`src/rtl/if_id_buffer.sv`:
```
// -----------------------------------------------------------------------------
// if_id_buffer
//   Prefetch FIFO between instruction fetch and instruction decode. Holds up to
//   DEPTH {pc, instruction} pairs so fetch can keep running while decode is
//   stalled. A taken branch (flush) discards every buffered wrong-path entry in
//   one cycle.
//
// Optional feature (macro IF_ID_BUF_BYPASS_EN):
//   When defined, an input beat arriving while the buffer is empty and decode is
//   ready is forwarded combinationally to out_* (zero-cycle latency) and is not
//   written into the array. When undefined there is no input-to-output
//   combinational path and the minimum latency is one cycle.
//
// Ports:
//   clk             system clock, all state updates on the rising edge
//   rst             synchronous active-high reset
//   flush           branch taken, empties the buffer this cycle
//   in_valid        fetch presents a beat
//   in_ready        buffer can accept a beat (fetch freeze = ~in_ready)
//   in_pc           pc of the fetched beat
//   in_instruction  fetched instruction word
//   out_valid       head entry valid for decode
//   out_ready       decode consumes the head this cycle
//   out_pc          pc of the head entry (0 when empty)
//   out_instruction instruction word of the head entry (0 when empty)
//   count           current occupancy, 0..DEPTH
// -----------------------------------------------------------------------------
module if_id_buffer #(
    parameter int WORD_WIDTH = 32,
    parameter int DEPTH      = 4,
    parameter int CNT_W      = $clog2(DEPTH) + 1
) (
    input  logic                  clk,
    input  logic                  rst,
    input  logic                  flush,
    input  logic                  in_valid,
    output logic                  in_ready,
    input  logic [WORD_WIDTH-1:0] in_pc,
    input  logic [WORD_WIDTH-1:0] in_instruction,
    output logic                  out_valid,
    input  logic                  out_ready,
    output logic [WORD_WIDTH-1:0] out_pc,
    output logic [WORD_WIDTH-1:0] out_instruction,
    output logic [CNT_W-1:0]      count
);

    localparam int PTR_W   = $clog2(DEPTH);
    localparam int ENTRY_W = 2 * WORD_WIDTH;

    logic [PTR_W-1:0]   wr_ptr_q, wr_ptr_d;
    logic [PTR_W-1:0]   rd_ptr_q, rd_ptr_d;
    logic [CNT_W-1:0]   count_q,  count_d;
    logic [ENTRY_W-1:0] mem_q [DEPTH];
    logic [ENTRY_W-1:0] mem_d [DEPTH];

    logic full_s;
    logic empty_s;
    logic bypass_s;
    logic push_s;
    logic pop_s;

    assign full_s  = (count_q == CNT_W'(DEPTH));
    assign empty_s = (count_q == {CNT_W{1'b0}});

    // Bypass qualifier: empty buffer, decode free, beat present, no flush
    always_comb begin
        bypass_s = 1'b0;
`ifdef IF_ID_BUF_BYPASS_EN
        if (!rst && !flush && in_valid && out_ready && empty_s) begin
            bypass_s = 1'b1;
        end else begin
            bypass_s = 1'b0;
        end
`endif
    end

    // Handshake decode; a bypassed beat is neither written nor popped
    always_comb begin
        in_ready  = ~rst & ~full_s;
        out_valid = (~rst & ~flush & ~empty_s) | bypass_s;
        push_s    = in_valid & in_ready & ~flush & ~bypass_s;
        pop_s     = ~rst & ~flush & ~empty_s & out_ready;
    end

    // Head data: forwarded input on bypass, stored head when non-empty, else zero
    always_comb begin
        out_pc          = {WORD_WIDTH{1'b0}};
        out_instruction = {WORD_WIDTH{1'b0}};
        if (bypass_s) begin
            out_pc          = in_pc;
            out_instruction = in_instruction;
        end else if (!empty_s) begin
            out_pc          = mem_q[rd_ptr_q][ENTRY_W-1:WORD_WIDTH];
            out_instruction = mem_q[rd_ptr_q][WORD_WIDTH-1:0];
        end else begin
            out_pc          = {WORD_WIDTH{1'b0}};
            out_instruction = {WORD_WIDTH{1'b0}};
        end
    end

    // Next-state for pointers, count and array; flush wins over push/pop
    always_comb begin
        wr_ptr_d = wr_ptr_q;
        rd_ptr_d = rd_ptr_q;
        count_d  = count_q;
        mem_d    = mem_q;
        if (flush) begin
            wr_ptr_d = {PTR_W{1'b0}};
            rd_ptr_d = {PTR_W{1'b0}};
            count_d  = {CNT_W{1'b0}};
        end else begin
            if (push_s) begin
                mem_d[wr_ptr_q] = {in_pc, in_instruction};
                wr_ptr_d        = wr_ptr_q + PTR_W'(1'b1);
            end else begin
                wr_ptr_d = wr_ptr_q;
            end
            if (pop_s) begin
                rd_ptr_d = rd_ptr_q + PTR_W'(1'b1);
            end else begin
                rd_ptr_d = rd_ptr_q;
            end
            case ({push_s, pop_s})
                2'b10:   count_d = count_q + CNT_W'(1'b1);
                2'b01:   count_d = count_q - CNT_W'(1'b1);
                default: count_d = count_q;
            endcase
        end
    end

    // Control state with synchronous reset
    always_ff @(posedge clk) begin
        if (rst) begin
            wr_ptr_q <= {PTR_W{1'b0}};
            rd_ptr_q <= {PTR_W{1'b0}};
            count_q  <= {CNT_W{1'b0}};
        end else begin
            wr_ptr_q <= wr_ptr_d;
            rd_ptr_q <= rd_ptr_d;
            count_q  <= count_d;
        end
    end

    // Entry array; contents are don't-care until written, so no reset
    always_ff @(posedge clk) begin
        mem_q <= mem_d;
    end

    assign count = count_q;

endmodule

```
`config.mk`:
```
export PLATFORM = sky130hd
export DESIGN_NAME = if_id_buffer
export DESIGN_NICKNAME = d
export VERILOG_FILES = /design/src/rtl/if_id_buffer.sv
export SDC_FILE = /design/constraint.sdc
export NUM_CORES = 1
export LEC_CHECK = 0
export CAP_MARGIN = 20
export CORE_AREA = 4 4 140 142
export DETAILED_ROUTE_END_ITERATION = 8
export DIE_AREA = 0 0 144 146
export PLACE_DENSITY = 0.85
export SYNTH_ARGS = -nofsm -noshare
export SYNTH_HDL_FRONTEND = slang
export SYNTH_SLANG_ARGS = --single-unit
```
`constraint.sdc`:
```
create_clock -name clk -period 8.92 [get_ports clk]
set_clock_uncertainty 0.15 [all_clocks]
set_input_delay 1.784 -clock clk [delete_from_list [all_inputs] [get_ports clk]]
set_output_delay 1.784 -clock clk [all_outputs]
set_load 0.02 [all_outputs]
```
; Yosys cells after proc, flatten, opt, wreduce, memory -nomap -nowiden
; Index checks and enable logic that the tools add are counted.
[word_totals]
wordCells = 43
out_inout_bits = 69
inputBits = 69
regBits = 263
[op_classes]
n_reduce_logical = 5
n_eq_ne = 3
bitwise = 12
n_mux = 9
add_sub_neg = 4
magnitude_cmp = 3
[op_table]
columns = cell, count
row1 = 256-bit bitwise mux, 1
row2 = 64-bit two-way mux, 3
row3 = 64-bit binary-select mux with 2-bit select, 1
row4 = 64-bit demux with 2-bit select, 1
row5 = 32-bit two-way mux, 2
row6 = 1-bit bitwise AND, 6
row7 = "3-bit >= comparator, second input constant", 2
row8 = 2-bit NOT with 3-bit output, 2
row9 = 3-bit one-hot mux with 2 select lines, 1
row10 = "2-bit by 1-bit adder with 2-bit output, second input constant", 2
row11 = 1-bit NOT, 4
row12 = "3-bit by 1-bit adder with 3-bit output, second input constant", 1
row13 = "3-bit == test, second input constant", 1
row14 = 3-bit logical NOT, 1
row15 = "3-bit by 1-bit less-than comparator with 1-bit output, second input constant", 1
row16 = "3-bit by 1-bit subtractor with 3-bit output, second input constant", 1
row17 = "2-bit by 1-bit == test with 1-bit output, second input constant", 1
row18 = "2-bit == test, second input constant", 1
row19 = 2-bit AND reduction, 1
row20 = 2-bit nonzero test, 1
row21 = 2-bit OR reduction, 1
row22 = 1-bit logical AND, 1

; Longest topological paths before layout
; Gate-level depths: netlist of the first run.
[logic_depth]
ltp_word = 7
ltp_mapped = 9
mapped_depth_nobuf = 9

; Worst setup path before layout of the first run
; No wires, ideal clock.
[synth_timing]
kind = input to output
startpoint = input rst
endpoint = output out_valid
path_buffers = 1
path_stages = 3
setup_slack_ns = 4.448
arrival_time_ns = 2.538
t_required_ns = 6.986
path_cell_list = or2_2 clkbuf_1 nor2_1
[synth_via]
elab_chain_cells = 3
[synth_rtl]
columns = element, line_no
row1 = start: declaration, 34  ; input logic rst,
row2 = 1-bit NOT, 80  ; out_valid = (~rst & ~flush & ~empty_s) | bypass_s;
row3 = 1-bit bitwise AND (2 in series), 80
row4 = end: declaration, 40  ; output logic out_valid,
; Every way passes these cells.

; Worst setup path in the final report of the first run
; Same ends and word-level chain as after synthesis.

==> run summary, run 1 <==
Outcome - finished, final reports clean
Endpoints failing hold - 0
Drc violations - 0
CTS buffer count - 27
RSZ-0062 raised after global routing - no
Worst-case hold slack - 0.3863 ns
Area growth syn-to-layout - 23.48%
Max Buffers Root-to-Sink - 3
Slew headroom - 0.3073
Setup Fix Bufs, Post-CTS - 0
CORE AREA - 0.01846 mm2
CP Data Arrival Time - 3.46 ns
Seq/Total Area, Yosys - 0.7748
Layout cells sized above 1 - 0.1736
Cells after DPL - 810
Top-area cell type share of the netlist area - 0.7610
Hold Path Depth - 2
Total number of vias - 4879
Initial Util - 0.5474
Min Clock Period, post-route - 5.392 ns
# setup viols final - 0
Synthesized area per cell - 22.06 um2
Syn. warnings - 0
Initial DRC Count - 351
Commonest non-fill, non-tap cell in the layout - edfxtp_1
Post-synthesis net count - 533
Vias in the first global route - 5393
First-pass GRT wire length - 30.84 mm
Critical path required time - 6.99 ns
I/O Pins - 138
Worst setup EP type - output port
Final WL - 19.79 mm
Synth area leaders - edfxtp_1 (76%), mux4_2 (14%), nor2b_1 (4.0%)
DRT antenna net count - 0
Critical Setup Path Class - primary input to output port
Pins Over Slew Limit - 0
Drt pass-1 iters - 5
Fmax - 185.5 MHz
Max Cap Viol - 0
CTS tree - done
Largest net degree at the start of global routing - 67
TritonCTS Sinks - 263
Int Pwr - 1.995 mW
# hold bufs at CTS - 0
Rows - 50
Fin crit share - 0.6045
Max H-tree Level - 1
# port buffers - 137
Comb power frac - 0.037
Initial antenna violation count - 0
Reg2reg start - count[2]
Via density - 5.700
Pwr dens - 197.9 mW/mm2
Worst-skew pair later-pin latency - 0.51 ns
CP Launch Type - primary input
GRT Total Usage - 0.1925
Hold Crit Class - flop to flop
Final #Nets - 680
Synthesized flop and latch total - 263
CP max FO - 8
Sw Ratio - 0.1917
Post-CTS sizing - 0
Reg power frac - 0.556
CTS root buf - clkbuf_16
Slew @ Worst Pin - 1.039 ns
Die area - 0.02102 mm2
Leak pwr - 3.802 nW
Final setup TNS - 0 ns
Clock slew at reported path FFs - 0.06 ns
Die W - 144 um
Reg2Reg Depth - 9
Clock share of power - 0.407
Crit path from - rst
Antenna diodes - 0
Final Non-Filler Cells - 856
Worst hold start - wr_ptr_q[0]
Gpl congestion - 0.7023
WL/cell - 23.12 um
Place WS - 3.496 ns
Worst vdd ir - 0.1607 mV
Synthesized instance count - 458
Die Y - 146 um
Mapped Area - 0.01010 mm2
DP Wirelength - 11.30 mm
Setup ws final - 3.528 ns
Post-synthesis cell type count - 24
Total power - 2.469 mW
FILL cells - 1126
Net switching power - 0.4733 mW
Area leader, netlist - edfxtp_1
Commonest cells after routing, fill and taps aside - edfxtp_1 (256), clkdlybuf4s50_1 (137), nor2b_1 (65)
Overflow after GRT - 0
stage by stage:
stage          cell area [um2]    util
4_1_cts                  12470  0.6759
3_3_place_gp             11690  0.6333
6_report                 12470  0.6759
3_5_place_dp             11690  0.6333
5_1_grt                  12470  0.6759
2_1_floorplan            10100       -
critical path, stage by stage:
cell	delay [ns]
clkdlybuf4s50_1	0.44
or2_2	0.40
nor2_1	0.18
clkdlybuf4s50_1	0.65
per-layer routing:
layer  wire length [um]  track usage
met3               1319      0.04535
met4                333      0.04237
met2              10480       0.3357
met1               7659       0.2473
met5                  0            0
final timing paths:
path,to,slack [ns]
setup / recovery,out_valid,3.53
hold / removal,wr_ptr_q[0],0.39
setup reg to reg,count[2],5.99
hold reg to reg,wr_ptr_q[0],0.39
synthesized netlist by cell type (all sizes together):
| master | instances |
|---|---|
| or3 | 2 |
| clkbuf | 9 |
| fa | 1 |
| ha | 5 |
| and3 | 4 |
| xor2 | 3 |
| or2 | 1 |
| and2 | 1 |
| nand4 | 2 |
| inv | 5 |
| nor2b | 65 |
| edfxtp | 256 |
| nor2 | 7 |
| mux4 | 64 |
| nor3 | 1 |
| o21ai | 3 |
| buf | 13 |
| dfxtp | 7 |
| or3b | 1 |
| nand2 | 3 |
| o31ai | 2 |
| a21oi | 3 |
cells by family (layout without fill, tap and decap cells):
logic type / after synthesis / after routing / synth area share
XOR/XNOR: 3 / 3 / 0.002601
adder cells (fa/ha/maj): 6 / 6 / 0.008174
buffers and inverters: 27 / 191 / 0.01523
AND/OR/NAND/NOR: 87 / 87 / 0.05202
multiplexers: 64 / 64 / 0.1427
AO/OA/AOI/OAI: 8 / 8 / 0.004457
flip-flops: 263 / 263 / 0.7748
state kept, by name, indices dropped and copies added, names as in the netlist:
| register | count |
|---|---|
| mem_q | 256 |
| count | 3 |
| rd_ptr_q | 2 |
| wr_ptr_q | 2 |
final cells by class:
class                      instances  area [um2]  area share
sequential                       263        7835      0.6281
clock buffer                      31       690.7     0.05537
timing repair buffer             140        1394      0.1117
tap                              234       292.8     0.02347
clock inverter                    15       96.34    0.007723
inverter                           5       18.77    0.001505
multi-input combinational        168        2147      0.1721
power by group through the flow:
stage               sequential, mW  combinational (mW)  clock [mW]
floorplan                     1.40              0.0318           0
global placement              1.40              0.0865           0
detailed placement            1.40              0.0909           0
CTS                           1.37              0.0918        1.02
global route                  1.37              0.0974        1.08
finish                        1.37              0.0909        1.01
(Power assumes the default switching activity.)
==> run 2: changes to the inputs <==
--- a/config.mk
+++ b/config.mk
@@ -6,10 +6,10 @@
 export NUM_CORES = 1
 export LEC_CHECK = 0
 export CAP_MARGIN = 20
-export CORE_AREA = 4 4 140 142
+export CORE_AREA = 4 4 142 144
 export DETAILED_ROUTE_END_ITERATION = 8
-export DIE_AREA = 0 0 144 146
-export PLACE_DENSITY = 0.85
+export DIE_AREA = 0 0 146 148
+export PLACE_DENSITY = 0.83
 export SYNTH_ARGS = -nofsm -noshare
 export SYNTH_HDL_FRONTEND = slang
 export SYNTH_SLANG_ARGS = --single-unit
==> constraint.sdc (replaced) <==
create_clock -name clk -period 5.1 [get_ports clk]
set_clock_uncertainty 0.15 [all_clocks]
set_input_delay 1.02 -clock clk [delete_from_list [all_inputs] [get_ports clk]]
set_output_delay 1.02 -clock clk [all_outputs]
set_load 0.02 [all_outputs]
==> run summary, run 2 (synthesis results as in run 1) <==
Outcome - finished, final reports clean
Fin crit share - 0.7881
Total number of vias - 4807 (-1.5%)
# hold bufs at CTS - 0 (unchanged)
Die area - 0.02161 mm2 (+2.8%)
CORE AREA - 0.01871 mm2 (+1.4%)
CTS root buf - clkbuf_16
CP Launch Type - flop
TritonCTS Sinks - 263 (unchanged)
Initial Util - 0.5401 (-0.007323)
Initial DRC Count - 326 (-7.1%)
Largest net degree at the start of global routing - 68 (+1.5%)
Die W - 146 um (+1.4%)
Worst-skew pair later-pin latency - 0.51 ns (about the same)
First-pass GRT wire length - 30.04 mm (-2.6%)
Initial antenna violation count - 0 (unchanged)
Final core occ - 0.6711 (-0.004828)
CP max FO - 21 (+13)
Pwr dens - 353.8 mW/mm2 (+79%)
CTS buffer count - 27 (unchanged)
Via density - 5.616 (-1.5%)
I/O Pins - 138 (unchanged)
# port buffers - 137 (unchanged)
Worst setup EP type - output port
Max Buffers Root-to-Sink - 3 (unchanged)
Setup Fix Bufs, Post-CTS - 0 (unchanged)
CP max stage delay - 0.63 ns (-0.02 ns)
Post-CTS sizing - 0 (unchanged)
Commonest cells after routing, fill and taps aside - edfxtp_1 (256), clkdlybuf4s50_1 (137), nor2b_1 (65)
Slew @ Worst Pin - 1.048 ns (+0.009196 ns)
Leak pwr - 3.841 nW (+1.0%)
DP Wirelength - 10.57 mm (-6.5%)
Min Clock Period, post-route - 4.019 ns
CTS tree - done
RSZ-0062 raised after global routing - no
Overflow after GRT - 0 (unchanged)
Antenna diodes - 0 (unchanged)
Max H-tree Level - 1 (unchanged)
Layout cells sized above 1 - 0.1801 (+0.006431)
CP Data Arrival Time - 2.85 ns (-0.61 ns)
Rows - 50 (unchanged)
Gpl congestion - 0.7283 (+3.7%)
Commonest non-fill, non-tap cell in the layout - edfxtp_1
Final #Nets - 680 (unchanged)
Multi-input logic area - 0.002147 mm2 (unchanged)
Critical path required time - 3.93 ns (-3.06 ns)
CP cell instances - buf_4 -> mux4_2 -> nor2b_1 -> clkdlybuf4s50_1
Largest register FFs - 256 (unchanged)
Hold Crit Class - flop to flop
Slowest stage cell, crit path - dfxtp_4
GRT Total Usage - 0.1763 (-0.01617)
Clock slew at reported path FFs - 0.06 ns (about the same)
WL/cell - 21.96 um (-5.0%)
Endpoints failing hold - 0 (unchanged)
Worst vdd ir - 0.2830 mV (+76%)
Max Cap Viol - 0 (unchanged)
Fmax - 248.8 MHz
Pins Over Slew Limit - 0 (unchanged)
Die Y - 148 um (+1.4%)
Final setup TNS - 0 ns (unchanged)
DRT antenna net count - 0 (unchanged)
Most flops, register - mem_q
FILL cells - 1179 (+4.7%)
Drt pass-1 iters - 4 (-1)
Register area - 0.007835 mm2 (unchanged)
Vias in the first global route - 5435 (+0.78%)
Slew headroom - 0.3011 (-0.006131)
Drc violations - 0 (unchanged)
# setup viols final - 0 (unchanged)
Final WL - 18.79 mm (-5.0%)
Critical Setup Path Class - flop to output port
Area growth syn-to-layout - 24.26%
[run 2: cell types whose count changed in the layout (fill, tap and decap cells not counted), sizes merged]
cell | before | now
clkbuf | 31 | 37
clkinv | 13 | 7
bufinv | 1 | 2
inv | 6 | 5
[run 2: metal layers]
metal	wire, um	track usage
met3	1361	0.04445
met1	7659	0.2310
met5	0	0
met4	262	0.03857
met2	9510	0.3040
[run 2: worst max-delay path: cells and delay by family, from the launching register on]
kind	cells	cell delay [ns]
flops	1	0.63
mux	1	0.53
simple gates	1	0.15
buf+inv	2	1.01
[run 2: path summary, 6_finish.rpt]
path               startpoint          end  slack [ns]  cells after the start
setup / recovery  rd_ptr_q[0]    out_pc[2]        1.08                      4
setup reg to reg     count[2]     count[2]        2.21                      9
hold / removal    wr_ptr_q[0]  wr_ptr_q[0]        0.39                      2
hold reg to reg   wr_ptr_q[0]  wr_ptr_q[0]        0.39                      2
[run 2: cell type report]
type	instances	share of cell area
clock inverter	9	0.007176
sequential	263	0.6241
tap	234	0.02332
clock buffer	37	0.06080
timing repair buffer	140	0.1120
inverter	5	0.001495
multi-input combinational	168	0.1710
[run 2: per-stage QoR]
step	instance area, um2	instances	hold WS [ns]	power (mW)	setup WS, ns
2_1_floorplan	10100	458	0.3201	2.501	1.612
3_3_place_gp	11700	810	0.3274	2.594	1.344
3_5_place_dp	11700	810	0.3744	2.604	1.253
4_1_cts	12550	856	0.3969	4.474	1.007
5_1_grt	12550	856	0.4030	4.582	0.8709
6_report	12550	856	0.3887	4.442	1.081
[run 2: power by group]
group          leakage [nW]  switching, mW  total (mW)  internal, mW
clock                 0.421          0.751        1.89          1.13
combinational          1.05         0.0715       0.157        0.0854
sequential             2.37        0.00651        2.40          2.39
total                  3.84          0.829        4.44          3.61
==> run 3: changes to the inputs <==
==> constraint.sdc (replaced) <==
create_clock -name clk -period 3.9 [get_ports clk]
set_clock_uncertainty 0.15 [all_clocks]
set_input_delay 0.78 -clock clk [delete_from_list [all_inputs] [get_ports clk]]
set_output_delay 0.78 -clock clk [all_outputs]
set_load 0.02 [all_outputs]
==> run summary, run 3 (synthesis results as in run 1) <==
Reg power frac - 0.564 (+0.024)
Fmax - 273.6 MHz
GRT Total Usage - 0.1764 (about the same)
CP Data Arrival Time - 2.73 ns (-0.12 ns)
# port buffers - 137 (unchanged)
Area growth syn-to-layout - 24.87%
Register area - 0.007835 mm2 (unchanged)
Final core occ - 0.6744 (+0.003277)
CORE AREA - 0.01871 mm2 (unchanged)
Antenna diodes - 0 (unchanged)
Max H-tree Level - 1 (unchanged)
Total number of vias - 4876 (+1.4%)
Overflow after GRT - 0 (unchanged)
Worst setup EP type - output port
Die area - 0.02161 mm2 (unchanged)
Reg2reg start - count[2]
Most flops, register - mem_q
Setup Fix Bufs, Post-CTS - 0 (unchanged)
Net switching power - 1.052 mW (+27%)
Drt pass-1 iters - 4 (unchanged)
Critical path required time - 2.97 ns (-0.96 ns)
Leak pwr - 3.855 nW (+0.38%)
Min Clock Period, post-route - 3.655 ns
Total power - 5.561 mW (+25%)
Worst vdd ir - 0.3785 mV (+34%)
Fin crit share - 0.9372
Final setup TNS - 0 ns (unchanged)
DP Wirelength - 11.51 mm (+8.9%)
Outcome - finished, final reports clean
Layout cells sized above 1 - 0.1848 (+0.004770)
Via density - 5.624 (+0.15%)
Final #Nets - 690 (+1.5%)
Int Pwr - 4.509 mW (+25%)
Vias in the first global route - 5211 (-4.1%)
Sw Ratio - 0.1892 (+0.002553)
CP max FO - 21 (unchanged)
CP Launch Type - flop
Comb power frac - 0.038 (+0.003)
Critical Setup Path Class - flop to output port
Die W - 146 um (unchanged)
WL/cell - 21.89 um (-0.31%)
Pins Over Slew Limit - 0 (unchanged)
CP max stage delay - 0.65 ns (+0.02 ns)
Initial DRC Count - 285 (-13%)
Gpl congestion - 0.7377 (+1.3%)
Largest register FFs - 256 (unchanged)
Post-CTS sizing - 0 (unchanged)
Rows - 50 (unchanged)
Crit path from - rd_ptr_q[0]
Largest net degree at the start of global routing - 51 (-25%)
TritonCTS Sinks - 263 (unchanged)
# setup viols final - 0 (unchanged)
CTS tree - done
Die Y - 148 um (unchanged)
Pwr dens - 440.8 mW/mm2 (+25%)
Clock slew at reported path FFs - 0.06 ns (about the same)
Max Buffers Root-to-Sink - 3 (unchanged)
Commonest non-fill, non-tap cell in the layout - edfxtp_1
Worst-skew pair later-pin latency - 0.52 ns (about the same)
Clock share of power - 0.398 (-0.026)
Drc violations - 0 (unchanged)
Slew headroom - 0.5146 (+0.2135)
FILL cells - 1183 (+0.34%)
Endpoints failing hold - 0 (unchanged)
CTS root buf - clkbuf_16
Final WL - 18.98 mm (+0.97%)
DRT antenna net count - 0 (unchanged)
Hold Crit Class - flop to flop
Initial antenna violation count - 0 (unchanged)
Max Cap Viol - 0 (unchanged)
Worst hold start - wr_ptr_q[0]
Multi-input logic area - 0.002147 mm2 (unchanged)
RSZ-0062 raised after global routing - no
CP cell instances - buf_4 -> mux4_2 -> nor2b_1 -> clkdlybuf4s50_1
# hold bufs at CTS - 0 (unchanged)
CTS buffer count - 26 (-3.7%)
Initial Util - 0.5401 (unchanged)
Slew @ Worst Pin - 0.7281 ns (-0.3202 ns)
Commonest cells after routing, fill and taps aside - edfxtp_1 (256), clkdlybuf4s50_1 (137), nor2b_1 (65)
I/O Pins - 138 (unchanged)
Slowest stage cell, crit path - dfxtp_4
First-pass GRT wire length - 29.74 mm (-1.0%)
run 3: cell count changes in the layout (fill, tap and decap cells not counted), sizes merged:
cell	change
buf	+11
bufinv	-2
clkinvlp	+2
run 3: path summary, 6_finish.rpt:
check                 to  slack (ns)  cells past startpoint
max            out_pc[2]        0.24                      4
min          wr_ptr_q[0]        0.38                      2
max reg2reg     count[2]        1.08                      9
min reg2reg  wr_ptr_q[0]        0.38                      2
run 3: per-layer routing:
layer	global-route usage	wire length, um
met2	0.2963	9706
met3	0.04476	1413
met5	0	0
met1	0.2375	7560
met4	0.03998	297
run 3: final cells by class:
class / instances / share of cell area
clock buffer: 37 / 0.05654
timing repair buffer: 151 / 0.1240
tap: 234 / 0.02321
sequential: 263 / 0.6211
multi-input combinational: 168 / 0.1702
clock inverter: 9 / 0.003472
inverter: 5 / 0.001488
run 3: power groups by stage:
stage / clock network (mW) / logic [mW] / registers, mW
floorplan: 0 / 0.0727 / 3.20
global placement: 0 / 0.203 / 3.19
detailed placement: 0 / 0.211 / 3.20
CTS: 2.26 / 0.213 / 3.14
global route: 2.41 / 0.225 / 3.14
finish: 2.21 / 0.210 / 3.14
run 3: stage by stage:
step / instances / hold slack, ns / area [um2] / worst slack, ns
3_5_place_dp: 821 / 0.3534 / 11860 / 0.6053
3_3_place_gp: 821 / 0.3267 / 11860 / 0.6133
5_1_grt: 867 / 0.4109 / 12610 / 0.06426
4_1_cts: 867 / 0.3629 / 12610 / 0.1697
2_1_floorplan: 458 / 0.3201 / 10100 / 0.6518
6_report: 867 / 0.3849 / 12610 / 0.2448
run 3: critical path, delay by kind of cell, from the launching register on:
kind | cells | cell delay, ns
buffers and inverters | 2 | 0.88
DFF | 1 | 0.65
muxes | 1 | 0.51
and+or+nand+nor | 1 | 0.17
